`src/rtl/syzygy_adc_tx_framer.sv`:
```
// syzygy_adc_tx_framer: fabric-side SYZYGY ADC emulator transmit framer.
// Produces the frame (F0) and two data lane words for the OSERDES on every
// slow_clk cycle. Samples are buffered in a small FIFO.
// Optional feature: define SYZYGY_ADC_TX_PRBS_EN to add the prbs_sel port and
// a PRBS-7 lane generator.
module syzygy_adc_tx_framer #(
    parameter int TRAIN_CYCLES = 64,
    parameter int FIFO_DEPTH   = 4
) (
    input  logic        slow_clk,
    input  logic        reset_n,
    input  logic        enable,
    input  logic        train_req,
    input  logic [15:0] s_data,
    input  logic        s_valid,
`ifdef SYZYGY_ADC_TX_PRBS_EN
    input  logic        prbs_sel,
`endif
    output logic        s_ready,
    output logic [7:0]  frame_word,
    output logic [7:0]  lane0_word,
    output logic [7:0]  lane1_word,
    output logic        word_valid,
    output logic        training,
    output logic [15:0] underflow_count
);

    localparam int AW = $clog2(FIFO_DEPTH);
    localparam int CW = $clog2(TRAIN_CYCLES + 1);

    typedef enum logic [1:0] {IDLE, TRAIN, RUN} state_t;

    state_t          state, state_n;
    logic [CW-1:0]   cnt, cnt_n;
    logic [15:0]     mem [FIFO_DEPTH];
    logic [AW:0]     wr_ptr, rd_ptr, wr_ptr_n, rd_ptr_n;
    logic            fifo_empty, full_n, push, pop, flush, prbs_on;
    logic [15:0]     prbs_word;

    assign fifo_empty = (wr_ptr == rd_ptr);
    assign push       = s_valid & s_ready;

`ifdef SYZYGY_ADC_TX_PRBS_EN
    logic [6:0] lfsr, lfsr_n;

    // Advance the x^7+x^6+1 generator 16 bits; first generated bit lands in word[15].
    always_comb begin
        lfsr_n    = lfsr;
        prbs_word = '0;
        for (int i = 0; i < 16; i++) begin
            prbs_word[15-i] = lfsr_n[6] ^ lfsr_n[5];
            lfsr_n          = {lfsr_n[5:0], lfsr_n[6] ^ lfsr_n[5]};
        end
    end

    // Generator is held at seed outside RUN, so every TRAIN/IDLE entry reseeds it.
    always_ff @(posedge slow_clk) begin
        if (!reset_n)            lfsr <= 7'h7F;
        else if (state_n != RUN) lfsr <= 7'h7F;
        else if (prbs_on)        lfsr <= lfsr_n;
    end
`else
    assign prbs_word = '0;
`endif

    // Next-state, FIFO pointer and pop decisions; outputs are registered from these.
    always_comb begin
        state_n = state;
        cnt_n   = cnt;
        flush   = 1'b0;
        prbs_on = 1'b0;
        case (state)
            IDLE: begin
                if (enable) begin
                    state_n = TRAIN;
                    cnt_n   = CW'(TRAIN_CYCLES);
                end
            end
            TRAIN: begin
                if (!enable) begin
                    state_n = IDLE;
                    flush   = 1'b1;
                end else if (train_req) begin
                    cnt_n = CW'(TRAIN_CYCLES);
                end else if (cnt == CW'(1)) begin
                    state_n = RUN;
                end else begin
                    cnt_n = cnt - CW'(1);
                end
            end
            RUN: begin
                if (!enable) begin
                    state_n = IDLE;
                    flush   = 1'b1;
                end else if (train_req) begin
                    state_n = TRAIN;
                    cnt_n   = CW'(TRAIN_CYCLES);
                end
            end
            default: state_n = IDLE;
        endcase
`ifdef SYZYGY_ADC_TX_PRBS_EN
        prbs_on = (state_n == RUN) & prbs_sel;
`endif
        // Outputs describe the cycle being entered, so the pop follows state_n.
        pop      = (state_n == RUN) & ~fifo_empty & ~prbs_on;
        wr_ptr_n = flush ? '0 : wr_ptr + (AW+1)'(push);
        rd_ptr_n = flush ? '0 : rd_ptr + (AW+1)'(pop);
        full_n   = ((wr_ptr_n ^ rd_ptr_n) == {1'b1, {AW{1'b0}}});
    end

    // Sample storage; no reset needed since pointers define validity.
    always_ff @(posedge slow_clk) begin
        if (push) mem[wr_ptr[AW-1:0]] <= s_data;
    end

    // State, pointers and all registered outputs.
    always_ff @(posedge slow_clk) begin
        if (!reset_n) begin
            state           <= IDLE;
            cnt             <= '0;
            wr_ptr          <= '0;
            rd_ptr          <= '0;
            s_ready         <= 1'b0;
            frame_word      <= 8'h00;
            lane0_word      <= 8'h00;
            lane1_word      <= 8'h00;
            word_valid      <= 1'b0;
            training        <= 1'b0;
            underflow_count <= 16'h0000;
        end else begin
            state      <= state_n;
            cnt        <= cnt_n;
            wr_ptr     <= wr_ptr_n;
            rd_ptr     <= rd_ptr_n;
            s_ready    <= (state_n != IDLE) & ~full_n;
            training   <= (state_n == TRAIN);
            frame_word <= (state_n == IDLE) ? 8'h00 : 8'hF0;
            word_valid <= pop | prbs_on;
            case (state_n)
                TRAIN: {lane0_word, lane1_word} <= 16'hA55A;
                RUN: begin
                    if (prbs_on)  {lane0_word, lane1_word} <= prbs_word;
                    else if (pop) {lane0_word, lane1_word} <= mem[rd_ptr[AW-1:0]];
                    else          {lane0_word, lane1_word} <= 16'h0000;
                end
                default: {lane0_word, lane1_word} <= 16'h0000;
            endcase
            if ((state_n == RUN) && !prbs_on && fifo_empty && (underflow_count != 16'hFFFF))
                underflow_count <= underflow_count + 16'd1;
        end
    end

endmodule

```
`config.mk`:
```
export PLATFORM = sky130hd
export DESIGN_NAME = syzygy_adc_tx_framer
export DESIGN_NICKNAME = d
export VERILOG_FILES = /design/src/rtl/syzygy_adc_tx_framer.sv
export SDC_FILE = /design/constraint.sdc
export NUM_CORES = 1
export LEC_CHECK = 0
export CAP_MARGIN = 30
export CORE_UTILIZATION = 40
export DETAILED_ROUTE_END_ITERATION = 8
export PLACE_DENSITY_LB_ADDON = 0.08
export RECOVER_POWER = 25
export SYNTH_ARGS = -nofsm -noshare
export SYNTH_HDL_FRONTEND = slang
export SYNTH_SLANG_ARGS = --single-unit
```
`constraint.sdc`:
```
create_clock -name slow_clk -period 5.1 [get_ports slow_clk]
set_input_delay 1.02 -clock slow_clk [delete_from_list [all_inputs] [get_ports slow_clk]]
set_output_delay 1.02 -clock slow_clk [all_outputs]
set_load 0.02 [all_outputs]
```
# [Word level (Yosys, flattened, before mapping)]
# Memories as Yosys holds them, arrays and structs flattened. A register that Yosys moved wholly into a read port is not among the register bits.
# Index checks and enable logic that the tools add are counted.
[classes] bitwise=6 reduce_logical=8 mux=26 n_eq_ne=13 add_sub_neg=4
[ops] cell="two-way mux 7 bit" count=6
[ops] cell="one-hot mux 8 bit (2 select lines)" count=2
[ops] cell="two-way mux 8 bit" count=3
[ops] cell="one-hot mux 7 bit (3 select lines)" count=1
[ops] cell="adder 16 x 1 -> 16 bit, second input constant" count=1
[ops] cell="!= test 16 bit, second input constant" count=1
[ops] cell="two-way mux 2 bit" count=7
[ops] cell="!= test 2 bit, second input constant" count=4
[ops] cell="== test 7 x 1 -> 1 bit, second input constant" count=1
[ops] cell="subtractor 7 x 1 -> 7 bit, second input constant" count=1
[ops] cell="adder 3 x 1 -> 3 bit" count=2
[ops] cell="two-way mux 3 bit" count=2
[ops] cell="one-hot mux 2 bit (3 select lines)" count=1
[ops] cell="AND reduction 6 bit" count=1
[ops] cell="== test 2 x 1 -> 1 bit, second input constant" count=2
[ops] cell="== test 2 bit, second input constant" count=2
[ops] cell="zero test 2 bit" count=2
[ops] cell="two-way mux 1 bit" count=4
[ops] cell="bitwise AND 1 bit" count=3
[ops] cell="== test 3 bit" count=1
[ops] cell="== test 3 bit, second input constant" count=1
[ops] cell="!= test 3 bit, second input constant" count=1
[ops] cell="nonzero test 3 bit" count=1
[ops] cell="XOR 3 bit" count=1
[ops] cell="4 further kinds" count=6
[totals] ramBits=64 regBits=58 inputBits=21 output_inout_bits=43 memories=1 word_cells=69
[mem_list] name="mem" words=4 word_bits=16 read_ports=1 rd_clocked_by_memory_dff=1 write_ports=1 line_no="35" rtl="logic [15:0] mem [FIFO_DEPTH];"

# [Longest topological paths before layout]
[logic_depth] word_depth=13 depth_mapped=17 depth_no_buf=16

# [Worst setup path after synthesis]
# Ideal clock, no wire load.
[synth_path] path_kind="in2reg" start="in train_req" end="reg s_ready" path_slack_ns=1.596 stages=14 n_path_buf=1 t_arrival_ns=3.389 required_time_ns=4.985 setup_ns=0.115 path_cell_list="nor2b_1 > and4b_4 > o221ai_1 > a21oi_1 > ha_1 > inv_1 > a31oi_1 > clkbuf_1 > ha_1 > ha_1 > xor2_1 > xnor2_1 > nand4_1 > and2_1"
[synth_between] elab_chain_len=11 word_cells_on_any_way=14 classes_between="add/sub: 1; eq/ne: 2; mux: 6; bitwise: 4; reduce/logical: 1"
[synth_rtl] item="start, declared" line_no="13" rtl="input logic train_req,"
[synth_rtl] item="two-way mux 2 bit, on equally long branches" line_no="95, 83"
[synth_rtl] item="two-way mux 2 bit, on equally long branches" line_no="92, 80"
[synth_rtl] item="one-hot mux 2 bit (3 select lines) (*)" line_no="72" rtl="case (state)"
[synth_rtl] item="via state_n[1]" line_no="33" rtl="state_t state, state_n;"
[synth_rtl] item="== test 2 bit (*)" line_no="106" rtl="pop = (state_n == RUN) & ~fifo_empty & ~prbs_on;"
[synth_rtl] item="bitwise AND 1 bit (*)" line_no="106"
[synth_rtl] item="via pop" line_no="37" rtl="logic fifo_empty, full_n, push, pop, flush, prbs_on;"
[synth_rtl] item="adder 3 x 1 -> 3 bit (*)" line_no="108" rtl="rd_ptr_n = flush ? '0 : rd_ptr + (AW+1)'(pop);"
[synth_rtl] item="two-way mux 3 bit (*)" line_no="108"
[synth_rtl] item="XOR 3 bit (*)" line_no="109" rtl="full_n = ((wr_ptr_n ^ rd_ptr_n) == {1'b1, {AW{1'b0}}});"
[synth_rtl] item="== test 3 bit (*)" line_no="109"
[synth_rtl] item="NOT 1 bit (*)" line_no="136" rtl="s_ready <= (state_n != IDLE) & ~full_n;"
[synth_rtl] item="bitwise AND 1 bit (*)" line_no="136"
[synth_rtl] item="end signal, assigned" line_no="136"
[synth_rtl] item="end, declared" line_no="19" rtl="output logic s_ready,"
# The timed path passes the listed nets; every way through them passes the cells marked *.
# A chain may end at the register's enable or synchronous reset.

# [Worst setup path after layout]
[layout_path] start="in train_req" end="reg s_ready"
[layout_between] elab_chain_len=11 word_cells_on_any_way=14 classes_between="add/sub: 1; eq/ne: 2; mux: 6; bitwise: 4; reduce/logical: 1"
[layout_rtl] item="two-way mux 2 bit, on equally long branches" line_no="95, 83"
[layout_rtl] item="two-way mux 2 bit, on equally long branches" line_no="92, 80"
[layout_rtl] item="one-hot mux 2 bit (3 select lines) (*)" line_no="72"
[layout_rtl] item="via state_n[1]" line_no="33"
[layout_rtl] item="== test 2 bit" line_no="106"
[layout_rtl] item="bitwise AND 1 bit" line_no="106"
[layout_rtl] item="adder 3 x 1 -> 3 bit" line_no="108"
[layout_rtl] item="two-way mux 3 bit" line_no="108"
[layout_rtl] item="XOR 3 bit" line_no="109"
[layout_rtl] item="== test 3 bit" line_no="109"
[layout_rtl] item="NOT 1 bit" line_no="136"
[layout_rtl] item="bitwise AND 1 bit (*)" line_no="136"
# Marks and branches as above.

==> results.py <==
metrics = {
    "outcome": {
        "outcome": "complete, no violations",
    },
    "die": {
        "start_util_pct": 41.1,
        "core-area_um2": 11500,
        "ios": 64,
        "fp.dieH_um": 111,
        "die_width_um": 111,
        "die_area_um2": 12200,
        "row_count": 39,
    },
    "setup_path": {
        "path_depth": 15,
        "crit-reg2reg-launch": "state[0]$_SDFF_PN0_",
        "cp_data_arrival_time_ns": 3.97,
        "worst_path_max_delay_cell": "clkdlybuf4s50_1",
        "reg2reg_depth": 15,
        "critical_path.endpoint_type": "flip-flop",
        "path_buf_inv": 3,
        "worstPathRequired_ns": 5.40,
        "cp_top_family": "simple AND/OR/NAND/NOR gates",
        "critical_path_class": "primary input to flip-flop",
        "cp-start-kind": "primary input",
        "crit_top_cell": "ha_1",
        "worstPathMaxFanout": 12,
        "crit_path_cell_trace": "clkdlybuf4s50_1, nor2b_1, and4b_4, o221ai_1, a21oi_1, ha_1, inv_1, a31oi_1, buf_4, ha_1, ha_1, xor2_1, xnor2_1, nand4_1, and2_1",
        "cpPeakStageDelay_ns": 0.46,
        "cp-startpoint": "train_req",
    },
    "cts": {
        "post-cts-setup-buffers": 0,
        "cts_tree": "yes",
        "clock-sinks": 115,
        "ctsHoldBuffers": 0,
        "clkLatencyLatePin_ns": 0.42,
        "root_buffer": "clkbuf_16",
        "path_clk_slew_ns": 0.05,
        "h-tree-depth": 4,
        "cts_resized": 0,
        "cts_buffer_depth": 2,
        "cts_buffers": 17,
    },
    "layout": {
        "syn_to_final_growth_pct": 27.9,
        "diodes": 0,
        "layout.nets": 449,
        "drive_gt1_share_pct": 13.6,
    },
    "worst_hold_path": {
        "min_from": "cnt[5]$_SDFFE_PN0P_",
        "holdPathStages": 2,
        "hp-class": "flip-flop to flip-flop",
    },
    "synthesis": {
        "synth.most_common_cell": "edfxtp_1",
        "synthTopCellsByCount": "64 x edfxtp_1, 51 x dfxtp_1, 18 x nor2_1, 17 x and2_1",
        "yosys.area.top_type_share_pct": 40.8,
        "synth.area.top_cells": "edfxtp_1 41%, dfxtp_1 22%, mux4_2 7.7%, ha_1 4.0%, and2_1 2.3%",
        "synth_cell_type_count": 41,
        "syn_avg_cell_area_um2": 13.6,
        "synth.yosys.seq_area_share_pct": 62.5,
        "synth_top_area_cell": "edfxtp_1",
        "synth_edf_count": 64,
        "netlist_instances": 346,
        "ys_ff_latch": 115,
        "syn_area_um2": 4710,
        "synthArstFlopShare_pct": 0,
        "ys_warn_count": 0,
        "synth_flop_cell": "edfxtp_1",
    },
    "global_route": {
        "grt_pass1_vias": 2847,
        "grt_pass1_wl_mm": 14.7,
        "antenna_found_initial": 0,
        "grt_use_total_pct": 16.0,
        "grt_start_max_net_pins": 25,
        "gr-total-overflow": 0,
    },
    "route": {
        "detail-route-antenna-nets": 0,
        "first_pass_iters": 4,
        "drt-met1-wl_mm": 4.17,
        "via_per_inst": 5.07,
        "wl_per_cell_um": 15.5,
        "drc_errors": 0,
        "wl_mm": 8.84,
        "wl_met3_um": 482,
        "wl_met2_mm": 4.04,
        "route.vias.total": 2884,
        "topRoutingLayerUsed": "met4",
        "drt_iter0_drc": 174,
    },
    "pwr": {
        "seqPwrFrac_pct": 45.1,
        "power_density_nw_per_um2": 373,
        "clkPwrFrac_pct": 49.0,
        "pwr-share-comb_pct": 5.9,
        "switching_share_pct": 21.4,
        "ir_drop_mv": 0.282,
        "leakage_uw": 0.00218,
        "power.internal_uw": 1770,
        "p_sw_uw": 482,
    },
    "sta": {
        "finalSetupTns_ns": 0,
        "fin_worst_skew_ns": 0.0125,
        "hold_viol_final": 0,
        "fin_crit_sh_pct": 72.1,
        "fmax_mhz": 272,
        "final-max-slew-violation-count": 0,
        "period_needed_ns": 3.67,
        "setup_viol": 0,
        "slew_headroom_pct": 35.6,
        "tightest_slew_ns": 0.965,
        "whs_ns": 0.488,
        "rsz0062_at_grt": "false",
    },
    "flow_run": {
        "drv_cap": 0,
    },
    "placement": {
        "gp_congestion": 0.749,
        "hpwl_mm": 5.78,
        "port_buffers": 59,
    },
}
## cells in the final DEF (no fill, tap or decap), types with 2 or more instances in the layout
cell type         n
a21oi_1          14
and2_1           17
and3_1            8
buf_4             3
clkbuf_1          4
clkbuf_16        17
clkbuf_8          3
clkdlybuf4s50_1  45
clkinv_2          2
clkinvlp_4        4
conb_1            4
dfxtp_1          51
dlygate4sd3_1    14
edfxtp_1         64
ha_1             15
inv_1            11
mux2i_1           4
mux4_2           16
nand2_1          16
nand2b_1          5
nand3_1           9
nand4_1           8
nor2_1           18
nor2b_1          11
nor3_1            5
nor3b_4           2
nor4_1            8
nor4_2            2
o21ai_0           2
o41ai_1           2
or4b_1            2
xnor2_1          11
xor2_1           11
## worst register-to-register path, cell delays in order, from the launching register on
cell and delay [ns]:
dfxtp_1 0.47, ha_1 0.26, nor2b_1 0.27, and4b_4 0.31
o221ai_1 0.12, a21oi_1 0.26, ha_1 0.22, inv_1 0.04
a31oi_1 0.13, buf_4 0.21, ha_1 0.17, ha_1 0.15
xor2_1 0.22, xnor2_1 0.14, nand4_1 0.10, and2_1 0.17
## stage by stage
stage / area [µm²] / util, % / worst slack, ns / total power, µW / instances
floorplan: 4720 / - / 1.60 / 1110 / 349
global placement: 5450 / 47.5 / 1.13 / 1170 / 536
detailed placement: 5460 / 47.6 / 1.04 / 1170 / 537
CTS: 6020 / 52.5 / 1.45 / 2270 / 569
global route: 6020 / 52.5 / 1.10 / 2330 / 569
finish: 6020 / 52.5 / 1.43 / 2250 / 569
## logic make-up (layout without fill, tap and decap cells)
logic type                 after synthesis  in the layout  share of synthesized area (%)
AOI/OAI and AO/OA                       26             26                           3.53
xor gates and xnor gates                22             22                           4.09
adders and majority gates               15             15                           3.99
buffers and inverters                   29            106                           2.95
DFF                                    115            115                           62.5
muxes                                   20             20                           8.50
other                                    1              4                         0.0796
and+or+nand+nor                        118            118                           14.4
## worst paths after layout
kind | end | slack, ns
worst max-delay path | s_ready$_SDFF_PN0_ | 1.43
worst min-delay path | cnt[5]$_SDFFE_PN0P_ | 0.49
worst max register to register | s_ready$_SDFF_PN0_ | 1.76
worst min register to register | cnt[5]$_SDFFE_PN0P_ | 0.49
## layer usage
metal  vias to the layer above  global-route usage (%)
met5                         -                       0
met3                        15                    6.53
met2                        70                    24.3
li1                       1405                       -
met1                      1394                    20.2
met4                         0                    6.93
## cell type report
class | count | area [µm²]
Clock buffer | 24 | 482
Multi-Input combinational cell | 205 | 1670
Tap cell | 143 | 179
Fill cell | 964 | 5440
Inverter | 11 | 41.3
Sequential cell | 115 | 2940
Timing Repair Buffer | 63 | 628
Clock inverter | 8 | 78.8
## power by group through the flow
stage                     registers, µW  logic [µW]  clock network, µW
final                              1010         133               1100
after global routing               1020         147               1170
after floorplan                    1040        75.2                  0
after CTS                          1010         137               1120
after global placement             1030         134                  0
after detailed placement           1030         136                  0
## flip-flops by register name, summed over array words and instances (netlist names)
name / count
cnt: 7
frame_word: 1
lane0_word: 8
lane1_word: 8
mem: 64
rd_ptr: 3
s_ready: 1
state: 2
training: 1
underflow_count: 16
word_valid: 1
wr_ptr: 3
(Power assumes the default switching activity.)
